File: src/rtl/mem_arbiter_if.sv
// Bus bundle between the instruction/data caches, the arbiter and the RAM.
// The arbiter connects through the slave modport; the cache/RAM side uses master.
interface mem_arbiter_if;
    // instruction cache side
    logic        iREN;
    logic [31:0] iaddr;
    logic        iwait;
    logic [31:0] iload;
    // data cache side
    logic        dREN;
    logic        dWEN;
    logic [31:0] daddr;
    logic [31:0] dstore;
    logic        dwait;
    logic [31:0] dload;
    // RAM side
    logic        ramREN;
    logic        ramWEN;
    logic [31:0] ramaddr;
    logic [31:0] ramstore;
    logic [31:0] ramload;
    logic [1:0]  ramstate;
    logic        ram_err;

    modport slave (
        input  iREN, iaddr, dREN, dWEN, daddr, dstore, ramload, ramstate,
        output iwait, iload, dwait, dload, ramREN, ramWEN, ramaddr, ramstore, ram_err
    );

    modport master (
        output iREN, iaddr, dREN, dWEN, daddr, dstore, ramload, ramstate,
        input  iwait, iload, dwait, dload, ramREN, ramWEN, ramaddr, ramstore, ram_err
    );
endinterface

File: src/rtl/mem_arbiter.sv
// Two-client RAM arbiter: data requests win by default, but an instruction
// request that has watched STARVE_MAX consecutive data grants is served next.
// Completion is signalled combinationally on the RAM ACCESS cycle.
module mem_arbiter #(
    parameter int unsigned STARVE_MAX = 4
) (
    input  logic         CLK,
    input  logic         RST,
    mem_arbiter_if.slave bus
);
    typedef enum logic [1:0] {IDLE, IGRANT, DREAD, DWRITE} state_t;

    localparam logic [1:0]  RAM_ACCESS = 2'd2;
    localparam logic [1:0]  RAM_ERROR  = 2'd3;
    localparam int unsigned CW         = (STARVE_MAX < 1) ? 1 : $clog2(STARVE_MAX + 1);
    localparam logic [CW-1:0] STARVE_LIM = CW'(STARVE_MAX);

    state_t        state_q, state_d;
    logic [CW-1:0] starve_q, starve_d;
    logic          ram_err_q, ram_err_d;
    logic          ren_q, ren_d;
    logic          wen_q, wen_d;
    logic [31:0]   addr_q, addr_d;
    logic [31:0]   store_q, store_d;

    logic [CW-1:0] starve_inc;
    logic          owner_req;
    logic          i_done, d_rd_done, d_wr_done;

    // Next-state: arbitration in IDLE, hold/retry/complete/abort in a grant.
    always_comb begin
        state_d   = state_q;
        starve_d  = starve_q;
        ram_err_d = ram_err_q;
        ren_d     = ren_q;
        wen_d     = wen_q;
        addr_d    = addr_q;
        store_d   = store_q;
        owner_req = 1'b0;
        starve_inc = (starve_q == STARVE_LIM) ? starve_q : starve_q + 1'b1;

        case (state_q)
            IDLE: begin
                ren_d = 1'b0;
                wen_d = 1'b0;
                if (bus.iREN && (starve_q == STARVE_LIM)) begin
                    state_d  = IGRANT;
                    ren_d    = 1'b1;
                    addr_d   = bus.iaddr;
                    starve_d = '0;
                end else if (bus.dWEN) begin
                    // a simultaneous dREN is deliberately ignored: write wins
                    state_d  = DWRITE;
                    wen_d    = 1'b1;
                    addr_d   = bus.daddr;
                    store_d  = bus.dstore;
                    starve_d = bus.iREN ? starve_inc : '0;
                end else if (bus.dREN) begin
                    state_d  = DREAD;
                    ren_d    = 1'b1;
                    addr_d   = bus.daddr;
                    starve_d = bus.iREN ? starve_inc : '0;
                end else if (bus.iREN) begin
                    state_d  = IGRANT;
                    ren_d    = 1'b1;
                    addr_d   = bus.iaddr;
                    starve_d = '0;
                end else begin
                    starve_d = '0;
                end
            end
            default: begin
                case (state_q)
                    IGRANT:  owner_req = bus.iREN;
                    DREAD:   owner_req = bus.dREN;
                    default: owner_req = bus.dWEN;
                endcase
                if (bus.ramstate == RAM_ERROR) begin
                    ram_err_d = 1'b1;
                end
                // owner gone or access done: back to IDLE for a fresh arbitration
                if (!owner_req || (bus.ramstate == RAM_ACCESS)) begin
                    state_d = IDLE;
                    ren_d   = 1'b0;
                    wen_d   = 1'b0;
                end
            end
        endcase
    end

    // State and registered RAM-side outputs, asynchronously cleared.
    always_ff @(posedge CLK or posedge RST) begin
        if (RST) begin
            state_q   <= IDLE;
            starve_q  <= '0;
            ram_err_q <= 1'b0;
            ren_q     <= 1'b0;
            wen_q     <= 1'b0;
            addr_q    <= '0;
            store_q   <= '0;
        end else begin
            state_q   <= state_d;
            starve_q  <= starve_d;
            ram_err_q <= ram_err_d;
            ren_q     <= ren_d;
            wen_q     <= wen_d;
            addr_q    <= addr_d;
            store_q   <= store_d;
        end
    end

    // Completion strobes: same-cycle on ACCESS, only while the owner still requests.
    always_comb begin
        i_done    = (state_q == IGRANT) && bus.iREN && (bus.ramstate == RAM_ACCESS);
        d_rd_done = (state_q == DREAD)  && bus.dREN && (bus.ramstate == RAM_ACCESS);
        d_wr_done = (state_q == DWRITE) && bus.dWEN && (bus.ramstate == RAM_ACCESS);
        bus.iwait = !i_done;
        bus.iload = i_done ? bus.ramload : '0;
        bus.dwait = !(d_rd_done || d_wr_done);
        bus.dload = d_rd_done ? bus.ramload : '0;
    end

    assign bus.ramREN   = ren_q;
    assign bus.ramWEN   = wen_q;
    assign bus.ramaddr  = addr_q;
    assign bus.ramstore = store_q;
    assign bus.ram_err  = ram_err_q;
endmodule
File: src/flat_wrapper.sv
// flat-port wrapper written by rule: the top's interface ports become plain ports
module mem_arbiter_flat 
#(
    parameter int unsigned STARVE_MAX = 4
)
  (CLK, RST, bus_iREN, bus_iaddr, bus_dREN, bus_dWEN, bus_daddr, bus_dstore, bus_ramload, bus_ramstate, bus_iwait, bus_iload, bus_dwait, bus_dload, bus_ramREN, bus_ramWEN, bus_ramaddr, bus_ramstore, bus_ram_err);
  mem_arbiter_if bus_i ();
  input  logic CLK;
  input  logic RST;
  input wire logic [$bits(bus_i.iREN)-1:0] bus_iREN;
  input wire logic [$bits(bus_i.iaddr)-1:0] bus_iaddr;
  input wire logic [$bits(bus_i.dREN)-1:0] bus_dREN;
  input wire logic [$bits(bus_i.dWEN)-1:0] bus_dWEN;
  input wire logic [$bits(bus_i.daddr)-1:0] bus_daddr;
  input wire logic [$bits(bus_i.dstore)-1:0] bus_dstore;
  input wire logic [$bits(bus_i.ramload)-1:0] bus_ramload;
  input wire logic [$bits(bus_i.ramstate)-1:0] bus_ramstate;
  output wire logic [$bits(bus_i.iwait)-1:0] bus_iwait;
  output wire logic [$bits(bus_i.iload)-1:0] bus_iload;
  output wire logic [$bits(bus_i.dwait)-1:0] bus_dwait;
  output wire logic [$bits(bus_i.dload)-1:0] bus_dload;
  output wire logic [$bits(bus_i.ramREN)-1:0] bus_ramREN;
  output wire logic [$bits(bus_i.ramWEN)-1:0] bus_ramWEN;
  output wire logic [$bits(bus_i.ramaddr)-1:0] bus_ramaddr;
  output wire logic [$bits(bus_i.ramstore)-1:0] bus_ramstore;
  output wire logic [$bits(bus_i.ram_err)-1:0] bus_ram_err;
  assign bus_i.iREN = bus_iREN;
  assign bus_i.iaddr = bus_iaddr;
  assign bus_i.dREN = bus_dREN;
  assign bus_i.dWEN = bus_dWEN;
  assign bus_i.daddr = bus_daddr;
  assign bus_i.dstore = bus_dstore;
  assign bus_i.ramload = bus_ramload;
  assign bus_i.ramstate = bus_ramstate;
  assign bus_iwait = bus_i.iwait;
  assign bus_iload = bus_i.iload;
  assign bus_dwait = bus_i.dwait;
  assign bus_dload = bus_i.dload;
  assign bus_ramREN = bus_i.ramREN;
  assign bus_ramWEN = bus_i.ramWEN;
  assign bus_ramaddr = bus_i.ramaddr;
  assign bus_ramstore = bus_i.ramstore;
  assign bus_ram_err = bus_i.ram_err;
  mem_arbiter #(.STARVE_MAX(STARVE_MAX)) u_core (.CLK(CLK), .RST(RST), .bus(bus_i));
endmodule
File: config.mk
export PLATFORM = sky130hd
export DESIGN_NAME = mem_arbiter_flat
export DESIGN_NICKNAME = d
export VERILOG_FILES = /design/src/rtl/mem_arbiter_if.sv /design/src/rtl/mem_arbiter.sv /design/src/flat_wrapper.sv
export SDC_FILE = /design/constraint.sdc
export NUM_CORES = 1
export LEC_CHECK = 0
export CAP_MARGIN = 40
export CORE_ASPECT_RATIO = 0.5
export CORE_MARGIN = 3
export CORE_UTILIZATION = 36
export CTS_BUF_LIST = sky130_fd_sc_hd__clkbuf_4 sky130_fd_sc_hd__clkbuf_8
export CTS_CLUSTER_SIZE = 28
export DETAILED_ROUTE_END_ITERATION = 10
export GPL_TIMING_DRIVEN = 0
export PLACE_DENSITY_LB_ADDON = 0.05
export SYNTH_ARGS = -nofsm -noshare
export SYNTH_HDL_FRONTEND = slang
export SYNTH_SLANG_ARGS = --single-unit
File: constraint.sdc
create_clock -name CLK -period 2.43 [get_ports CLK]
set_input_delay 0.3645 -clock CLK [delete_from_list [all_inputs] [get_ports CLK]]
set_output_delay 0.3645 -clock CLK [all_outputs]
set_load 0.02 [all_outputs]
After elaboration in Yosys (flattened, before gate mapping)
Cells that the tools add are included.
Storage, ports and cells
  logic and storage cells: 64
  bits in registers: 72
  output and inout bits: 133
Operators by class
  equality and inequality tests: 7
  bitwise operators: 2
  reductions and logical operators: 19
  add/subtract/negate cells: 1
  mux-type cells: 28
Operators with widths (count)
  32-bit 2-to-1 mux: 6
  3-bit 2-to-1 mux: 5
  2-bit 2-to-1 mux: 6
  1-bit 2-to-1 mux: 10
  2-bit == test, second input constant: 4
  1-bit logical AND: 7
  2-bit AND reduction: 3
  5-bit by 4-bit != test with 1-bit output, second input constant: 1
  4-bit nonzero test: 1
  3-bit by 1-bit adder with 3-bit output, second input constant: 1
  3-bit == test, second input constant: 1
  1-bit zero test: 3
  3-bit AND reduction: 1
  2-bit by 1-bit == test with 1-bit output, second input constant: 1
  2-bit zero test: 1
  1-bit logical OR: 2
  1-bit NOT: 2
  1-bit case mux with 2 select lines: 1
  2-bit nonzero test: 1

Longest topological paths before layout
Gate-level depths: netlist of the first run.
  word-level depth: 7
  mapped depth: 7
  gate-level depth less buffers: 6

Least setup slack after synthesis of the first run
OpenSTA, ideal clock, no wires.
  kind: reg-to-output
  start: reg u_core.state_q[0]
  end: out bus_dwait
  path buffers: 1
  stages on the path, launching flop included: 6
  data required time: 2.066 ns
  slack: 0.698 ns
  data arrival time: 1.367 ns
  cells stage by stage: dfrtp_1 > inv_1 > ha_1 > and3_1 > clkbuf_1 > a31oi_1
Between the ends
  cells in the longest elaborated chain, start to end: 5
  elaborated cells on any way between the ends: 8
  those cells by class: 2 x eq/ne; 6 x reduce/logical
Ends and longest elaborated chain
  from (decl): line mem_arbiter.sv:18  | state_t state_q, state_d;
  from (signal assigned): line mem_arbiter.sv:102  | state_q <= state_d;
  2-bit == test (on tied branches): line mem_arbiter.sv:115, mem_arbiter.sv:116
  1-bit logical AND (on tied branches) (2 in a row): line mem_arbiter.sv:115, mem_arbiter.sv:116
  1-bit logical OR (*): line mem_arbiter.sv:119  | bus.dwait = !(d_rd_done || d_wr_done);
  1-bit zero test (*): line mem_arbiter.sv:119
  to (decl): line flat_wrapper.sv:20  | output wire logic [$bits(bus_i.dwait)-1:0] bus_dwait;
Every way passes the cells marked *; elsewhere a longest branch is shown, timed or not.

Final worst setup path of the first run
  start: in bus_ramstate[1]
  end: out bus_iload[19]
Between the ends
  cells in the longest elaborated chain, start to end: 3
Ends and longest elaborated chain
  from (decl): line flat_wrapper.sv:17  | input wire logic [$bits(bus_i.ramstate)-1:0] bus_ramstate;
  2-bit == test: line mem_arbiter.sv:114  | i_done = (state_q == IGRANT) && bus.iREN && (bus.ramstate == RAM_ACCESS);
  1-bit logical AND: line mem_arbiter.sv:114
  32-bit 2-to-1 mux: line mem_arbiter.sv:118  | bus.iload = i_done ? bus.ramload : '0;
  to (decl): line flat_wrapper.sv:19  | output wire logic [$bits(bus_i.iload)-1:0] bus_iload;
No other way between the ends.

==> PnR_summary.wiki, run 1 <==
{| class="wikitable"
! Metric !! Value
|-
| Outcome || finished, final reports clean
|-
| CTS tree || yes
|-
| Wire length after detailed routing || 12200 microns
|-
| Sequential fraction of the synthesis area || 48.3%
|-
| Async S/R FF share, synth || 100%
|-
| Antenna Diode Count || 0
|-
| Inserted Clock Buffers || 9
|-
| Static leakage power || 3.07 nW
|-
| Via count of the first global-routing pass || 3514
|-
| Ratio of cells with drive above 1 in the final layout || 17.7%
|-
| Rows || 25
|-
| Tightest Pin Transition || 0.468 ns
|-
| Count of nets after finishing || 752
|-
| Buffers from clock root to sink, at most || 2
|-
| Max H-tree Level || 3
|-
| Average footprint of a synthesized cell || 11.2 sq um
|-
| Congestion Overflow GR || 0
|-
| Critical path start-end classification || primary input to output pin
|-
| Clock insertion delay at the later pin of the skew report || 0.34 ns
|-
| Detailed-route DRC error count || 0
|-
| Met3 track demand over resource || 7.47%
|-
| Die Footprint || 0.0117 sq mm
|-
| Final Instance Area || 0.00669 sq mm
|-
| Wire length of the first global-routing pass || 18900 microns
|-
| RD Place Congestion || 0.779
|-
| Initial antenna violation count || 0
|-
| Netlist cell types || 30
|-
| DRT iter0 DRCs || 113
|-
| Final setup fails || 0
|-
| Kind of start point of the critical path || primary input
|-
| Library cell used as clock root buffer || clkbuf_8
|-
| Antenna viol nets, final || 0
|-
| Flip-flop and latch count after synthesis || 72
|-
| Setup repair after global routing missed its margin || false
|-
| Category of the worst setup path capture point || output pin
|-
| Post-CTS setup buffers || 0
|-
| Total instance count after detailed placement || 735
|-
| Hold Crit Class || primary input to async pin
|-
| Met1 track utilization from global routing || 23.4%
|-
| Worst path required time || 2.07 ns
|-
| Via count || 3391
|-
| Total cell area at the placement stage || 0.00660 sq mm
|-
| Maximum fanout along the worst path || 10
|-
| Yosys top cell by area || dfrtp_1
|-
| Met2 Usage GRT || 37.7%
|-
| Detailed-placement wirelength estimate || 9890 microns
|-
| Clock transition at path regs || 0.08 ns
|-
| Io pins || 268
|-
| Worst vdd ir || 0.410 mV
|-
| Fin Setup TNS || 0 ns
|-
| Total routing usage reported by global routing || 20.8%
|-
| Setup clock skew after layout || 0.00612 ns
|-
| Sinks on Clock Net || 72
|-
| Final-report hold violation count || 0
|-
| Pin count of the biggest net entering global routing || 54
|-
| Area of the core || 0.00976 sq mm
|-
| Max-slew violation total from the final report || 0
|-
| Layout-stage area growth over the synthesis result || 79.2%
|-
| Fillers || 825
|-
| Post-Layout Cell Count || 751
|-
| Summed instance area of the synthesized netlist || 0.00373 sq mm
|-
| Relative slew slack || 68.7%
|-
| Busiest metal layer after global routing || met2
|-
| Yosys warnings || 0
|-
| Port buffer count || 267
|-
| Routed vias/inst || 4.52
|-
| Power Dens Cells || 1060 mW/mm^2
|-
| Routed length per instance || 16.3 microns
|-
| Maximum achievable frequency || 427 MHz
|-
| Top cells by area in the synthesized netlist || dfrtp_1 48%, mux2_4 12%, and2_1 11%
|-
| Die Width || 150 microns
|-
| Post-layout minimum cycle time || 2.34 ns
|-
| Top flip-flop cell by instance count after synthesis || dfrtp_1
|-
| Number of enable-type register cells in the synthesized netlist || 0
|-
| Starting utilization of the core area || 38.2%
|-
| Net count of the mapped netlist || 473
|-
| Share of Yosys cell area claimed by the top area cell type || 48.3%
|-
| Crit path arrival time || 1.98 ns
|-
| Number of maximum-capacitance constraint violations || 0
|-
| Floorplan die height || 78 microns
|-
| Synthesized instance count || 332
|-
| Final worst-path cycle share || 96.4%
|-
| Pre-Repair DR Iteration Count || 4
|}
## stage by stage
stage | utilization, % | hold WS [ns] | total power [W] | worst slack (ns)
CTS | 69.5 | 0.303 | 0.00717 | 0.00423
floorplan | - | 0.495 | 0.00418 | 0.241
detailed placement | 67.7 | 0.465 | 0.00600 | -0.464
global route | 68.6 | 0.333 | 0.00753 | 0.000539
finish | 68.6 | 0.311 | 0.00708 | 0.0869
global placement | 67.4 | 0.461 | 0.00593 | -0.994
## worst paths after layout
check,start,to,slack (ns),cells past startpoint
worst max-delay path,bus_ramstate[1],bus_iload[19],0.09,6
worst min-delay path,RST,u_core.bus.ramaddr[10],0.31,2
worst max register to register,u_core.state_q[0],u_core.state_q[1],0.59,6
worst min register to register,u_core.bus.ramWEN,u_core.bus.ramWEN,0.48,1
max in group asynchronous,RST,u_core.bus.ramWEN,1.57,3
min in group CLK,u_core.bus.ramWEN,u_core.bus.ramWEN,0.48,1
## report_power, final
part / internal, W / leakage [nW] / switching, W
clock: 0.000722 / 0.127 / 0.000445
sequential: 0.00179 / 0.866 / 0.000320
combinational: 0.00196 / 2.08 / 0.00183
## sequential cells by signal, summed over array words and instances (netlist names)
signal,cells
u_core.bus.ramREN,1
u_core.bus.ramWEN,1
u_core.bus.ram_err,1
u_core.bus.ramaddr,32
u_core.bus.ramstore,32
u_core.starve_q,3
u_core.state_q,2
## routing by layer
layer	routed length, microns	vias up	share of wire [%]
met1	4680	1573	38
met2	6350	129	52
met4	147	0	1.2
met5	0	-	0
met3	1060	15	8.6
li1	-	1674	-
## cell families after synthesis
group	share of synthesized area, %
mux	21.4
flops	48.3
fa+ha+maj	2.01
compound gates	7.58
simple gates	16.3
buf+inv	4.43
## cell usage after synthesis, types with 3 or more instances
cell type	number
mux2_4	29
and3_1	4
o21ai_0	35
dfrtp_1	72
buf_6	7
buf_2	6
nand2_1	36
mux2_2	3
ha_1	6
inv_1	7
and2_1	64
mux2i_1	33
clkbuf_1	8
## critical path, cell delays in order
cell	delay, ns
clkdlybuf4s50_1	0.47
nor2b_2	0.21
and3_2	0.26
buf_2	0.20
and2_1	0.13
dlygate4sd2_1	0.33
## timing repair
action / CTS / global route
resized for setup: 74 / 91
endpoints found under the setup margin: 66 / 60
hold buffers: 0 / 0
## placed cells by master, fill, tap and decap left out, types with 10 or more instances in the layout
| cell | netlist | routed |
|---|---|---|
| dlygate4sd2_1 | 0 | 14 |
| dfrtp_1 | 72 | 72 |
| clkdlybuf4s15_1 | 0 | 19 |
| clkdlybuf4s50_1 | 0 | 201 |
| nand2_1 | 36 | 36 |
| mux2i_1 | 33 | 33 |
| and2_1 | 64 | 64 |
| mux2_4 | 29 | 29 |
| o21ai_0 | 35 | 35 |
| clkbuf_8 | 0 | 10 |
| buf_2 | 6 | 12 |
| clkbuf_2 | 0 | 32 |
## cell type report
cell class	count	area, sq um	share of cell area [%]
Sequential cell	72	1800	26.9
Clock buffer	11	145	2.17
Timing Repair Buffer	268	2520	37.7
Multi-Input combinational cell	232	1770	26.5
Inverter	7	28.8	0.430
Clock inverter	5	104	1.55
Buffer	21	146	2.19
Tap cell	135	169	2.52
Note: power is estimated with default switching activity, not from simulation.
==> inputs of run 2 (changes only) <==
--- a/config.mk
+++ b/config.mk
@@ -13,7 +13,8 @@
 export CTS_CLUSTER_SIZE = 28
 export DETAILED_ROUTE_END_ITERATION = 10
 export GPL_TIMING_DRIVEN = 0
-export PLACE_DENSITY_LB_ADDON = 0.05
+export PLACE_DENSITY = 0.82
+export SKIP_LAST_GASP = 1
 export SYNTH_ARGS = -nofsm -noshare
 export SYNTH_HDL_FRONTEND = slang
 export SYNTH_SLANG_ARGS = --single-unit
==> PnR_summary.wiki, run 2 (synthesized netlist as in run 1, its figures left out) <==
{| class="wikitable"
! Metric !! Value
|-
| Via count || 3459 (was 3391)
|-
| Clock insertion delay at the later pin of the skew report || 0.35 ns (was 0.34 ns)
|-
| Buffers from clock root to sink, at most || 2 (unchanged)
|-
| Floorplan die height || 78 microns (unchanged)
|-
| Starting utilization of the core area || 38.2% (unchanged)
|-
| Total cell area at the placement stage || 0.00660 sq mm (unchanged)
|-
| Final-report hold violation count || 0 (unchanged)
|-
| Detailed-placement wirelength estimate || 10000 microns (was 9890 microns)
|-
| Io pins || 268 (unchanged)
|-
| Fillers || 812 (was 825)
|-
| Worst vdd ir || 0.428 mV (was 0.410 mV)
|-
| Wire length of the first global-routing pass || 19200 microns (was 18900 microns)
|-
| DRT iter0 DRCs || 101 (was 113)
|-
| Count of nets after finishing || 752 (unchanged)
|-
| Launching element of the worst setup path || bus_ramstate[1] (unchanged)
|-
| Area of the core || 0.00976 sq mm (unchanged)
|-
| Worst r2r src || u_core.state_q[1] (was u_core.state_q[0])
|-
| Max-slew violation total from the final report || 0 (unchanged)
|-
| Routed vias/inst || 4.62 (was 4.52)
|-
| Die Footprint || 0.0117 sq mm (unchanged)
|-
| Antenna viol nets, final || 0 (unchanged)
|-
| Port buffer count || 267 (unchanged)
|-
| Number of maximum-capacitance constraint violations || 0 (unchanged)
|-
| Sinks on Clock Net || 72 (unchanged)
|-
| Setup clock skew after layout || 0.00503 ns (was 0.00612 ns)
|-
| Final worst-path cycle share || 96.6% (was 96.4%)
|-
| Rows || 25 (unchanged)
|-
| CTS tree || yes (unchanged)
|-
| Most common library cell in the layout ignoring fill and taps || clkdlybuf4s50_1 (unchanged)
|-
| Wire length after detailed routing || 12400 microns (was 12200 microns)
|-
| Setup repair after global routing missed its margin || true (was false)
|-
| Relative slew slack || 68.0% (was 68.7%)
|-
| Post-layout minimum cycle time || 2.35 ns (was 2.34 ns)
|-
| Die Width || 150 microns (unchanged)
|-
| Library cell used as clock root buffer || clkbuf_8 (unchanged)
|-
| Critical path start-end classification || primary input to output pin (unchanged)
|-
| Congestion Overflow GR || 0 (unchanged)
|-
| Final setup fails || 0 (unchanged)
|-
| RD Place Congestion || 0.807 (was 0.779)
|-
| Length of routed met2 wiring || 6650 microns (was 6350 microns)
|-
| Maximum fanout along the worst path || 10 (unchanged)
|-
| Highest metal layer with signal wires || met4 (unchanged)
|-
| Outcome || finished, final reports clean (unchanged)
|-
| Crit path to || bus_iload[27] (was bus_iload[19])
|-
| Pin count of the biggest net entering global routing || 58 (was 54)
|-
| Worst path required time || 2.07 ns (about the same)
|-
| R2R Setup Slk || 0.62 ns (was 0.59 ns)
|-
| Tightest Pin Transition || 0.481 ns (was 0.468 ns)
|-
| Worst R2R End || u_core.state_q[1] (unchanged)
|-
| Ratio of cells with drive above 1 in the final layout || 17.6% (was 17.7%)
|-
| Hold Crit Class || primary input to async pin (unchanged)
|-
| Leading cell types in the layout, fill and taps excluded || 200 x clkdlybuf4s50_1, 72 x dfrtp_1, 64 x and2_1 (was 201 x clkdlybuf4s50_1, 72 x dfrtp_1, 64 x and2_1)
|-
| Fin Setup TNS || 0 ns (unchanged)
|-
| Detailed-route DRC error count || 0 (unchanged)
|-
| Routed length per instance || 16.6 microns (was 16.3 microns)
|-
| Metal-1 WL || 4760 microns (was 4680 microns)
|-
| Via count of the first global-routing pass || 3549 (was 3514)
|-
| Clock transition at path regs || 0.07 ns (was 0.08 ns)
|-
| Initial antenna violation count || 0 (unchanged)
|-
| Antenna Diode Count || 0 (unchanged)
|-
| Met3 Wirelength || 752 microns (was 1060 microns)
|-
| Count of cells along the worst register-to-register path || 6 (unchanged)
|-
| Pre-Repair DR Iteration Count || 4 (unchanged)
|-
| Power Dens Cells || 1030 mW/mm^2 (was 1060 mW/mm^2)
|-
| Max H-tree Level || 3 (unchanged)
|-
| Final Instance Area || 0.00659 sq mm (was 0.00669 sq mm)
|-
| Static leakage power || 3.05 nW (was 3.07 nW)
|-
| Crit path arrival time || 1.98 ns (about the same)
|-
| Inserted Clock Buffers || 9 (unchanged)
|-
| Category of the worst setup path capture point || output pin (unchanged)
|-
| Maximum achievable frequency || 426 MHz (was 427 MHz)
|-
| Layout-stage area growth over the synthesis result || 76.5% (was 79.2%)
|-
| Total routing usage reported by global routing || 21.1% (was 20.8%)
|-
| Kind of start point of the critical path || primary input (unchanged)
|}
## run 2: worst min path at each step
stage,endpoint,depth (start not counted)
after detailed placement,u_core.bus.ramWEN,1
after global routing,u_core.bus.ramaddr[10],2
after floorplan,u_core.bus.ram_err,2
after CTS,u_core.bus.ramaddr[26],2
after global placement,u_core.bus.ramWEN,1
final,u_core.bus.ramaddr[10],2
## run 2: where the power goes
group | leakage [nW] | switching [W] | internal (W) | total (W)
clock | 0.0852 | 0.000449 | 0.000367 | 0.000816
combinational | 2.10 | 0.00186 | 0.00197 | 0.00383
sequential | 0.866 | 0.000336 | 0.00180 | 0.00213
total | 3.05 | 0.00265 | 0.00413 | 0.00678
## run 2: routing by layer
| metal | global-route usage (%) | vias up |
|---|---|---|
| met5 | 0 | - |
| li1 | - | 1674 |
| met4 | 7.21 | 0 |
| met1 | 24.3 | 1664 |
| met3 | 5.60 | 24 |
| met2 | 38.1 | 97 |
## run 2: cell type report
class	instances	area, sq um	area share [%]
Clock buffer	10	131	1.99
Buffer	21	149	2.26
Multi-Input combinational cell	232	1770	26.9
Clock inverter	4	23.8	0.361
Tap cell	135	169	2.56
Timing Repair Buffer	268	2510	38.1
Sequential cell	72	1800	27.4
Inverter	7	28.8	0.437
## run 2: metrics by stage
step	hold WS [ns]	worst slack [ns]	utilization (%)	power, W	cells
after global placement	0.460	-1.00	67.4	0.00592	734
final	0.286	0.0833	67.5	0.00678	749
after CTS	0.286	0.0151	68.5	0.00686	749
after detailed placement	0.465	-0.457	67.7	0.00604	735
after global routing	0.299	-0.0373	67.5	0.00718	749
after floorplan	0.495	0.241	-	0.00418	332
## run 2: critical path, stage by stage
cell,delay [ns]
clkdlybuf4s50_1,0.47
nor2b_2,0.21
and3_2,0.26
buf_2,0.20
and2_1,0.14
dlygate4sd2_1,0.33
## run 2: timing repair
| item | CTS | global route |
|---|---|---|
| hold buffers | 0 | 0 |
| endpoints found under the setup margin | 66 | 60 |
| resized for setup | 75 | 87 |
| buffers inserted | 0 | 0 |
